==> config.mk <==
export PLATFORM = sky130hd
export DESIGN_NAME = pizza_motion_ctrl
export DESIGN_NICKNAME = d
export VERILOG_FILES = /design/src/rtl/pizza_pkg.sv /design/src/rtl/pizza_respawn_timer.sv /design/src/rtl/pizza_motion_ctrl.sv
export SDC_FILE = /design/constraint.sdc
export NUM_CORES = 1
export LEC_CHECK = 0
export ABC_AREA = 1
export BUFFER_PORTS_ARGS = -buffer_cell sky130_fd_sc_hd__buf_2
export CELL_PAD_IN_SITES_DETAIL_PLACEMENT = 1
export CELL_PAD_IN_SITES_GLOBAL_PLACEMENT = 2
export CORE_MARGIN = 1
export CORE_UTILIZATION = 29
export CTS_CLUSTER_DIAMETER = 120
export DETAILED_ROUTE_END_ITERATION = 7
export GPL_TIMING_DRIVEN = 0
export PLACE_DENSITY = 0.73
export SLEW_MARGIN = 20
export SYNTH_ARGS = -nofsm -noshare
export SYNTH_HDL_FRONTEND = slang
export SYNTH_SLANG_ARGS = --single-unit
==> constraint.sdc <==
create_clock -name clk -period 1.5 [get_ports clk]
set_input_delay 0.3 -clock clk [delete_from_list [all_inputs] [get_ports clk]]
set_output_delay 0.3 -clock clk [all_outputs]
set_load 0.02 [all_outputs]
==> src/rtl/pizza_pkg.sv <==
// Shared types and screen geometry for the pizza sprite motion logic.
`timescale 1ns/1ps
package pizza_pkg;

  typedef enum logic [1:0] {
    ST_IDLE    = 2'd0,
    ST_ROLL    = 2'd1,
    ST_FALL    = 2'd2,
    ST_RESPAWN = 2'd3
  } pizza_state_e;

  localparam int SPRITE_SIZE = 32;
  localparam int SCREEN_W    = 640;
  localparam int SCREEN_H    = 480;

endpackage

==> src/rtl/pizza_respawn_timer.sv <==
// Frame counter used while the pizza is despawned; done marks the last waiting frame.
`timescale 1ns/1ps
module pizza_respawn_timer #(
  parameter int RESPAWN_FR = 60,
  localparam int CW = (RESPAWN_FR > 1) ? $clog2(RESPAWN_FR) : 1
) (
  input  logic clk,
  input  logic rst_n,
  input  logic clear,
  input  logic tick,
  output logic done
);

  logic [CW-1:0] cnt;

  assign done = (cnt == CW'(RESPAWN_FR - 1));

  // Wraps to zero on the exit tick so the next despawn starts from a clean count.
  always_ff @(posedge clk or negedge rst_n) begin
    if (!rst_n) begin
      cnt <= '0;
    end else if (clear) begin
      cnt <= '0;
    end else if (tick) begin
      cnt <= done ? '0 : cnt + CW'(1);
    end
  end

endmodule

==> src/rtl/pizza_motion_ctrl.sv <==
// Per-frame motion sequencer for the rolling pizza sprite: roll, fall, wall bounce,
// despawn on hit or bottom of screen, and delayed respawn at the start point.
`timescale 1ns/1ps
module pizza_motion_ctrl
  import pizza_pkg::*;
#(
  parameter int H_START    = 40,
  parameter int V_START    = 40,
  parameter int H_MIN      = 0,
  parameter int H_MAX      = SCREEN_W - SPRITE_SIZE,
  parameter int V_MAX      = SCREEN_H - SPRITE_SIZE,
  parameter int ROLL_STEP  = 2,
  parameter int FALL_STEP  = 4,
  parameter int RESPAWN_FR = 60
) (
  input  logic         clk,
  input  logic         rst_n,
  input  logic         frame_tick,
  input  logic         enable,
  input  logic         on_floor,
  input  logic         hit,
  output logic [9:0]   curr_h,
  output logic [9:0]   curr_v,
  output logic         bounds_draw,
  output logic         dir_left,
  output pizza_state_e state_dbg
);

  localparam logic [9:0]  H_START10  = 10'(H_START);
  localparam logic [9:0]  V_START10  = 10'(V_START);
  localparam logic [9:0]  H_MIN10    = 10'(H_MIN);
  localparam logic [9:0]  H_MAX10    = 10'(H_MAX);
  localparam logic [9:0]  V_MAX10    = 10'(V_MAX);
  localparam logic [9:0]  ROLL10     = 10'(ROLL_STEP);
  localparam logic [10:0] H_MAX11    = 11'(H_MAX);
  localparam logic [10:0] V_MAX11    = 11'(V_MAX);
  localparam logic [10:0] H_LEFT_LIM = 11'(H_MIN + ROLL_STEP);

  pizza_state_e state;
  logic         respawn_done;
  logic [10:0]  h_ext;
  logic [10:0]  h_inc;
  logic [10:0]  v_inc;

  assign state_dbg = state;

  // Sums carry an extra bit so clamps near the right/bottom edge never wrap.
  assign h_ext = {1'b0, curr_h};
  assign h_inc = h_ext + 11'(ROLL_STEP);
  assign v_inc = {1'b0, curr_v} + 11'(FALL_STEP);

  pizza_respawn_timer #(
    .RESPAWN_FR (RESPAWN_FR)
  ) u_respawn_timer (
    .clk   (clk),
    .rst_n (rst_n),
    .clear (state != ST_RESPAWN),
    .tick  (frame_tick),
    .done  (respawn_done)
  );

  always_ff @(posedge clk or negedge rst_n) begin
    if (!rst_n) begin
      state       <= ST_IDLE;
      curr_h      <= H_START10;
      curr_v      <= V_START10;
      dir_left    <= 1'b0;
      bounds_draw <= 1'b0;
    end else if (!enable) begin
      state       <= ST_IDLE;
      curr_h      <= H_START10;
      curr_v      <= V_START10;
      dir_left    <= 1'b0;
      bounds_draw <= 1'b0;
    end else begin
      case (state)
        ST_IDLE: begin
          if (frame_tick) begin
            state       <= ST_ROLL;
            curr_h      <= H_START10;
            curr_v      <= V_START10;
            dir_left    <= 1'b0;
            bounds_draw <= 1'b1;
          end
        end
        ST_ROLL: begin
          if (hit) begin
            state       <= ST_RESPAWN;
            bounds_draw <= 1'b0;
          end else if (frame_tick) begin
            if (!on_floor) begin
              state <= ST_FALL;
            end else if (!dir_left) begin
              if (h_inc >= H_MAX11) begin
                curr_h   <= H_MAX10;
                dir_left <= 1'b1;
              end else begin
                curr_h <= h_inc[9:0];
              end
            end else begin
              if (h_ext <= H_LEFT_LIM) begin
                curr_h   <= H_MIN10;
                dir_left <= 1'b0;
              end else begin
                curr_h <= curr_h - ROLL10;
              end
            end
          end
        end
        ST_FALL: begin
          if (hit) begin
            state       <= ST_RESPAWN;
            bounds_draw <= 1'b0;
          end else if (frame_tick) begin
            // Landing reverses direction; no movement on the landing frame.
            if (on_floor) begin
              state    <= ST_ROLL;
              dir_left <= ~dir_left;
            end else if (v_inc >= V_MAX11) begin
              curr_v      <= V_MAX10;
              state       <= ST_RESPAWN;
              bounds_draw <= 1'b0;
            end else begin
              curr_v <= v_inc[9:0];
            end
          end
        end
        ST_RESPAWN: begin
          if (frame_tick && respawn_done) begin
            state       <= ST_ROLL;
            curr_h      <= H_START10;
            curr_v      <= V_START10;
            dir_left    <= 1'b0;
            bounds_draw <= 1'b1;
          end
        end
        default: state <= ST_IDLE;
      endcase
    end
  end

endmodule

# Yosys cells after proc, flatten, opt, wreduce, memory -nomap -nowiden
# Index checks and enable logic that the tools add are counted.
dict set report word_totals {
  regBits 30
  in_bits 6
  output_inout_bits 24
  wordCells 97
}
dict set report op_classes {
  add_sub_neg 4
  order_cmp 3
  eq_ne 23
  n_mux 52
  bitwise_logic 1
  n_reduce_logical 8
}
# cell n
set op_table {}
lappend op_table {{$mux 10} 14}
lappend op_table {{$pmux 10 s3} 2}
lappend op_table {{$ne 3x3->1 const B} 10}
lappend op_table {{$reduce_and 6->1} 4}
lappend op_table {{$mux 1} 20}
lappend op_table {{$mux 2} 10}
lappend op_table {{$ne 4x4->1 const B} 5}
lappend op_table {{$mux 6} 3}
lappend op_table {{$add 10x2->11 const B} 1}
lappend op_table {{$add 10x3->11 const B} 1}
lappend op_table {{$ge 11x10->1 const B} 1}
lappend op_table {{$ge 11x9->1 const B} 1}
lappend op_table {{$le 10x2->1 const B} 1}
lappend op_table {{$sub 10x2->10 const B} 1}
lappend op_table {{$ne 4x1->1 const B} 2}
lappend op_table {{$pmux 1 s4} 2}
lappend op_table {{$pmux 2 s4} 1}
lappend op_table {{$reduce_and 8->1} 1}
lappend op_table {{$add 6x1->6 const B} 1}
lappend op_table {{$eq 6x6->1 const B} 1}
lappend op_table {{$ne 5x5->1 const B} 1}
lappend op_table {{$eq 2x2->1 const B} 2}
lappend op_table {{$eq 2x1->1 const B} 1}
lappend op_table {{$logic_not 2->1} 1}
lappend op_table {{other kinds (4)} 4}

# Longest topological paths before layout
# Gate-level depths: netlist of the first run.
dict set report logic_depth {
  word_depth 9
  depth_mapped 12
  ltp_nobuf 12
}

# Hierarchy
# A second synthesis of the first run with hierarchy kept.
dict set report hier_totals {
  hier_cells 323
  hier_area_um2 2157.1
}
# mod instances cells_per_inst area_per_inst_um2 seq_area_each_um2
set by_module_without_submodules {}
lappend by_module_without_submodules {pizza_motion_ctrl 1 274 1806.7 530.5}
lappend by_module_without_submodules {pizza_respawn_timer 1 49 350.3 150.1}

# Least setup slack after synthesis of the first run
# OpenSTA, ideal clock, no wires.
dict set report synth_timing {
  path_kind {reg-to-reg}
  startpoint {reg curr_v[3]}
  endpoint {reg state[0], in the netlist state_dbg[0]}
  setup_time_ns 0.118
  t_arrival_ns 1.601
  t_required_ns 1.382
  path_slack_ns -0.219
  stages_incl_launch_ff 13
  n_path_buf 0
  synth_period_minus_slack_ns 1.719
  cell_sequence {dfstp_2 -> ha_1 -> nand3_1 -> nor2_1 -> nor2_1 -> nand2_1 -> nand2_1 -> nand4_1 -> nand2_1 -> nand2_1 -> nand2_1 -> nand2_1 -> nand2_1}
}
dict set report synth_via {
  elab_chain_cells 4
}
# item line_no
set synth_rtl {}
lappend synth_rtl {{from (decl)} pizza_motion_ctrl.sv:23} ;# output logic [9:0] curr_v,
lappend synth_rtl {{from (signal assigned)} pizza_motion_ctrl.sv:124} ;# curr_v <= v_inc[9:0];
lappend synth_rtl {{$add 10x3->11} pizza_motion_ctrl.sv:50} ;# assign v_inc = {1'b0, curr_v} + 11'(FALL_STEP);
lappend synth_rtl {{$ge 11x9->1} pizza_motion_ctrl.sv:119} ;# end else if (v_inc >= V_MAX11) begin
lappend synth_rtl {{$ne 5x5->1 (no line)} n/a}
lappend synth_rtl {{$reduce_and 6->1 (no line)} n/a}
lappend synth_rtl {{to (signal assigned)} pizza_motion_ctrl.sv:117} ;# state <= ST_ROLL;
lappend synth_rtl {{to (signal assigned)} pizza_motion_ctrl.sv:121} ;# state <= ST_RESPAWN;
lappend synth_rtl {{to (signal assigned)} pizza_motion_ctrl.sv:130} ;# state <= ST_ROLL;
lappend synth_rtl {{to (decl)} pizza_motion_ctrl.sv:39} ;# pizza_state_e state;
# Every way passes these cells.
# A chain may end at the register's enable or synchronous reset.

# Worst setup path after layout of the first run
dict set report layout_timing {
  startpoint {reg curr_h[3]}
  endpoint {reg curr_h[6]}
}
dict set report layout_via {
  elab_chain_cells 9
}
# item line_no
set layout_rtl {}
lappend layout_rtl {{from (decl)} pizza_motion_ctrl.sv:22} ;# output logic [9:0] curr_h,
lappend layout_rtl {{from (signal assigned)} pizza_motion_ctrl.sv:98} ;# curr_h <= h_inc[9:0];
lappend layout_rtl {{from (signal assigned)} pizza_motion_ctrl.sv:105} ;# curr_h <= curr_h - ROLL10;
lappend layout_rtl {{$add 10x2->11} pizza_motion_ctrl.sv:49} ;# assign h_inc = h_ext + 11'(ROLL_STEP);
lappend layout_rtl {{$ge 11x10->1} pizza_motion_ctrl.sv:94} ;# if (h_inc >= H_MAX11) begin
lappend layout_rtl {{$mux 10} pizza_motion_ctrl.sv:94}
lappend layout_rtl {{$mux 10 (*)} pizza_motion_ctrl.sv:93} ;# end else if (!dir_left) begin
lappend layout_rtl {{$mux 10 (*)} pizza_motion_ctrl.sv:91} ;# if (!on_floor) begin
lappend layout_rtl {{$mux 10 (*)} pizza_motion_ctrl.sv:90} ;# end else if (frame_tick) begin
lappend layout_rtl {{$mux 10 (*)} pizza_motion_ctrl.sv:87} ;# if (hit) begin
lappend layout_rtl {{$pmux 10 s3 (*)} pizza_motion_ctrl.sv:76} ;# case (state)
lappend layout_rtl {{$mux 10 (*)} pizza_motion_ctrl.sv:69} ;# end else if (!enable) begin
# Mark *: on every way between the ends. The rest lies on a longest branch, timed or not. The select of a mux whose other input is x is not followed.

==> results.json, run 1 <==
{
  "status": "finished with violations",
  "violations": "negative setup slack",
  "synth.distinct_cells": 38,
  "ant_nets": 0,
  "critical_path.slowest_cell": "dfstp_2",
  "skew_ns": 0.00475,
  "area_growth_pct": 45.8,
  "seq_area_frac_synth_pct": 32.1,
  "finalNonFillerCells": 467,
  "coreArea_um2": 6940,
  "slew_violations": 0,
  "viasPerCell": 4.61,
  "pwr-share-comb_pct": 52.6,
  "cp.arrival_ns": 2.02,
  "power.internal_mw": 1.62,
  "drc_errors": 0,
  "cap_violations": 0,
  "wl_um": 6490,
  "start_kind": "flip-flop",
  "synth_area_per_cell_um2": 6.98,
  "port_buffers": 25,
  "clock_latency_ns": 0.28,
  "wire_per_inst_um": 13.9,
  "swShare_pct": 42.8,
  "path_class": "reg2reg",
  "synth_seq_cells": 27,
  "required_ns": 1.67,
  "die_area_um2": 7660,
  "diodes": 0,
  "p_seq_share_pct": 31.8,
  "yosysTopAreaCellShare_pct": 27.1,
  "synth.largest_area_cell": "dfrtp_1",
  "synth_flop_cell": "dfrtp_1",
  "placed_area_um2": 2420,
  "antenna_found_initial": 0,
  "clockPowerShare_pct": 15.7,
  "tritoncts": "built",
  "cp_cell_sequence": "buf_6 -> nand3_4 -> nor3_4 -> xor2_1 -> nand2_2 -> buf_4 -> a21oi_2 -> o21ai_1",
  "yosys_warnings": 0,
  "powerDensity_nw_per_um2": 914,
  "endpoint_kind": "flip-flop",
  "p_sw_mw": 1.21,
  "grt.overflow.total": 0,
  "yosys-top-cells-count": "nand2_1 (74), inv_1 (41), nor2_1 (34), dfrtp_1 (23), nand3_1 (16)",
  "clock_path_buffers": 2,
  "wl_met2_um": 3280,
  "setup_tns_ns": -4.91,
  "synth_fa_ha_area_share_pct": 5.31,
  "wl_met3_um": 119,
  "routed.top_layer": "met4",
  "drt_pass1_iterations": 4,
  "synth_compound_area_share_pct": 13.3,
  "first_iter_violations": 65,
  "cts_hold_buf": 0,
  "fmax_ghz": 0.542,
  "ir_worst_vdd_uv": 802,
  "fin_crit_sh_pct": 123,
  "rsz0062_at_grt": "yes",
  "grt_pass1_vias": 2158,
  "grt_pass1_wl_um": 10400,
  "finalHoldViolCount": 0,
  "crit_buf_inv": 2,
  "grt_usage_pct": 17.5,
  "dpl.hpwl_um": 4490,
  "synth.most_common_cell": "nand2_1",
  "synth_edf_count": 0,
  "cts.sinks": 27,
  "rows": 30,
  "met1_length_um": 3060,
  "cts_made_buffers": 3,
  "synth_top_family_by_area": "simple AND/OR/NAND/NOR gates",
  "synth.area.mux_share_pct": 0,
  "yosys-top-cells-area": "dfrtp_1 (27%), nand2_1 (13%), inv_1 (7.3%)",
  "critPathMaxStageDelay_ns": 0.55,
  "grt_max_degree": 28,
  "nets": 387,
  "fin_ws_ns": -0.346,
  "leakage_nw": 1.45,
  "syn_inst": 304,
  "drive_gt1_share_pct": 43.7,
  "start_util_pct": 30.5,
  "synth_xor_area_share_pct": 4.96,
  "netlist_area_um2": 2120,
  "critPathTopFamily": "flip-flops",
  "clockRootBuffer": "clkbuf_8",
  "fin_crit_ns": 1.85,
  "path_clk_slew_ns": 0.10,
  "final_area_um2": 3090,
  "setup_viol": 23,
  "holdCritPathClass": "in2async",
  "htree_num_levels": 1,
  "io_pins": 30,
  "num_vias": 2152,
  "die_h_um": 87.5,
  "synth-simple-area-share_pct": 34.2,
  "async_flop_share_pct": 100,
  "worstMarginPinSlew_ns": 0.646,
  "gp_congestion": 0.745,
  "dp.cells": 427,
  "max_slew_margin_pct": 56.9,
  "die_x_um": 87.5,
  "worst-path-max-fanout": 5
}
per-stage QoR:
step,utilization (%),power (mW),setup WS [ns],hold slack [ns]
5_1_grt,44.5,3.01,-0.429,0.0890
2_1_floorplan,-,1.57,-0.170,0.00441
3_3_place_gp,34.8,1.84,-0.358,0.377
6_report,44.5,2.83,-0.346,0.0278
4_1_cts,41.0,2.75,-0.236,0.0567
3_5_place_dp,34.8,1.85,-0.367,0.371
layout by cell type, fill, tap and decap left out, types with 7 or more instances in the layout:
cell     instances
xor2_1           9
nor2_2           8
nand3_1         13
a21oi_1         10
o21ai_1         10
nor2_4           7
nand2_2         15
buf_6           11
buf_2           24
inv_2            7
nor2_1          23
buf_4           32
dfrtp_1         19
inv_1           35
nand2_1         61
cell families (layout without fill, tap and decap cells):
kind of cell,Yosys count,count (layout)
other cells,1,3
simple gates,155,155
fa+ha+maj,9,9
flops,27,27
buf+inv,51,116
compound gates,49,49
xor+xnor,12,12
worst paths after layout:
| kind | from | endpoint | slack [ns] | cells after the start |
|---|---|---|---|---|
| worst max-delay path | curr_h[3] | curr_h[6] | -0.35 | 8 |
| worst min-delay path | rst_n | curr_v[8] | 0.03 | 1 |
| worst max register to register | curr_h[3] | curr_h[6] | -0.35 | 8 |
| worst min register to register | bounds_draw | bounds_draw | 0.49 | 2 |
| max in group asynchronous | rst_n | state_dbg[0] | 1.01 | 1 |
| min in group clk | frame_tick | u_respawn_timer.cnt[1] | 0.34 | 3 |
what timing repair did:
action	in CTS	in global routing
endpoints found under the setup margin	23	25
setup buffers	26	11
pin swaps	17	20
resized for setup	52	42
cell type report:
| type | instances | area (µm²) |
|---|---|---|
| well taps | 96 | 120 |
| fillers | 872 | 3850 |
| flip-flops and latches | 27 | 686 |
| inverters | 45 | 176 |
| plain buffers | 6 | 46.3 |
| repair buffers | 61 | 438 |
| clock buffers | 4 | 45.0 |
| multi-input cells | 228 | 1580 |
per-layer routing:
metal	GRT usage [%]	up-vias
li1	-	1101
met1	23.3	1028
met2	30.3	19
met3	2.56	4
met4	3.43	0
met5	0	-
power by group through the flow:
stage          Sequential (mW)  Clock [mW]  Combinational (mW)
2_1_floorplan            0.962           0               0.605
3_3_place_gp             0.908           0               0.932
3_5_place_dp             0.910           0               0.938
4_1_cts                  0.884       0.461                1.40
5_1_grt                  0.908       0.481                1.62
6_report                 0.897       0.443                1.49
flip-flops by register name (all words and copies together), names as in the netlist:
register and count:
bounds_draw 1, curr_h 9, curr_v 8, dir_left 1
state_dbg 2, u_respawn_timer.cnt 6
Note: power is estimated with default switching activity, not from simulation.
==> run 2: changes to the inputs <==
- clock period: 1.5 -> 1.55 ns (I/O delays scaled with it)
==> results.json, run 2 (synthesis results as in run 1) <==
{
  "clock_latency_ns": 0.28,
  "wire_per_inst_um": 13.9,
  "fin_ws_ns": -0.210,
  "fmax_ghz": 0.568,
  "worst-path-max-fanout": 5,
  "fin_util_pct": 44.2,
  "crit_buf_inv": 0,
  "leakage_nw": 1.43,
  "setup_viol": 20,
  "rsz0062_at_grt": "yes",
  "drive_gt1_share_pct": 43.9,
  "cts_hold_buf": 0,
  "fin_crit_sh_pct": 114,
  "tritoncts": "built",
  "htree_num_levels": 1,
  "slew_violations": 0,
  "start_kind": "flip-flop",
  "critPathTopFamily": "simple AND/OR/NAND/NOR gates",
  "antenna_found_initial": 0,
  "grt_usage_pct": 17.8,
  "cap_violations": 0,
  "diodes": 0,
  "powerDensity_nw_per_um2": 892,
  "r2r_setup_slack_ns": -0.21,
  "num_vias": 2179,
  "mostFrequentLayoutCells": "nand2_1 (59), inv_1 (33), buf_4 (33), buf_2 (26), nor2_1 (24)",
  "total_power_mw": 2.74,
  "ant_nets": 0,
  "nFillCells": 872,
  "regMostFlops": "curr_h",
  "gp_congestion": 0.762,
  "required_ns": 1.73,
  "startpoint": "curr_v[5]",
  "cts.sinks": 27,
  "register_area_um2": 686,
  "final_common_cell": "nand2_1",
  "cp_cell_sequence": "nand4_1 -> o21bai_2 -> nand2_2 -> nand4_1 -> nand2_1 -> nand2_2 -> nand2_2 -> nand2_1 -> nand2_1",
  "nets": 385,
  "coreArea_um2": 6940,
  "r2r_end": "state_dbg[0]",
  "fin_crit_ns": 1.76,
  "holdCritPathClass": "in2async",
  "whs_ns": 0.0493,
  "max_slew_margin_pct": 55.4,
  "viasPerCell": 4.69,
  "critical_path.slowest_cell": "dfstp_2",
  "place_ws_ns": -0.319,
  "dpl.hpwl_um": 4430,
  "largest_reg_flops": 9,
  "die_x_um": 87.5,
  "path_class": "reg2reg",
  "area_growth_pct": 44.7,
  "io_pins": 30,
  "wl_um": 6450,
  "top_regs": "curr_h (9), curr_v (8), u_respawn_timer.cnt (6)",
  "first_iter_violations": 70,
  "die_h_um": 87.5,
  "port_buffers": 25,
  "grt.overflow.total": 0,
  "worstMarginPinSlew_ns": 0.668,
  "drc_errors": 0,
  "rows": 30,
  "multi_input_area_um2": 1590,
  "path_clk_slew_ns": 0.10,
  "clockRootBuffer": "clkbuf_8",
  "finalHoldViolCount": 0,
  "skew_ns": 0.00621,
  "start_util_pct": 30.5,
  "die_area_um2": 7660,
  "status": "finished with violations",
  "violations": "negative setup slack",
  "endpoint_kind": "flip-flop",
  "grt_pass1_wl_um": 10700,
  "clock_path_buffers": 2,
  "setup_tns_ns": -2.62,
  "grt_pass1_vias": 2216,
  "ir_worst_vdd_uv": 719,
  "cp.arrival_ns": 1.94,
  "cts_made_buffers": 3,
  "grt_max_degree": 28,
  "rr_startpoint": "curr_v[5]",
  "critPathMaxStageDelay_ns": 0.62,
  "rr_worst_depth": 9,
  "drt_pass1_iterations": 4
}
[run 2: worst max-delay path by stage]
stage / to / slack [ns] / cells after the start
after global placement: curr_h[1] / -0.32 / 11
after detailed placement: curr_h[1] / -0.32 / 11
after floorplan: state_dbg[0] / -0.12 / 12
after CTS: curr_h[7] / -0.18 / 12
final: state_dbg[0] / -0.21 / 9
after global routing: curr_h[4] / -0.30 / 10
[run 2: per-layer routing]
layer / vias up / wire length [µm] / track usage (%)
met5: - / 0 / 0
met4: 0 / 29 / 3.43
met3: 2 / 115 / 2.46
met2: 20 / 3230 / 31.3
met1: 1061 / 3080 / 23.4
li1: 1096 / - / -
[run 2: worst reg2reg max path, stage by stage, from the launching register on]
cell and delay [ns]:
dfstp_2 0.62, nand4_1 0.21, o21bai_2 0.29, nand2_2 0.12, nand4_1 0.10, nand2_1 0.07
nand2_2 0.09, nand2_2 0.06, nand2_1 0.05, nand2_1 0.05
[run 2: what timing repair did]
item,4_1_cts,5_1_grt
setup endpoints to repair,22,24
hold endpoints to repair,0,0
pin swaps,22,27
setup buffers,21,13
gates resized for setup,53,40
[run 2: cell type report]
class                           instances  share of cell area [%]
Buffer                                  6                    1.51
Clock buffer                            4                    1.47
Inverter                               45                    5.91
Multi-Input combinational cell        228                    51.8
Sequential cell                        27                    22.3
Tap cell                               96                    3.92
Timing Repair Buffer                   59                    13.0
[run 2: power breakdown]
| part | switching [mW] | internal, mW |
|---|---|---|
| combinational | 0.834 | 0.613 |
| sequential | 0.0964 | 0.769 |
| clock | 0.240 | 0.185 |
[run 2: stage by stage]
| stage | area [µm²] | instances |
|---|---|---|
| floorplan | 2170 | 306 |
| global placement | 2420 | 427 |
| detailed placement | 2420 | 427 |
| CTS | 2800 | 452 |
| global route | 3070 | 465 |
| finish | 3070 | 465 |
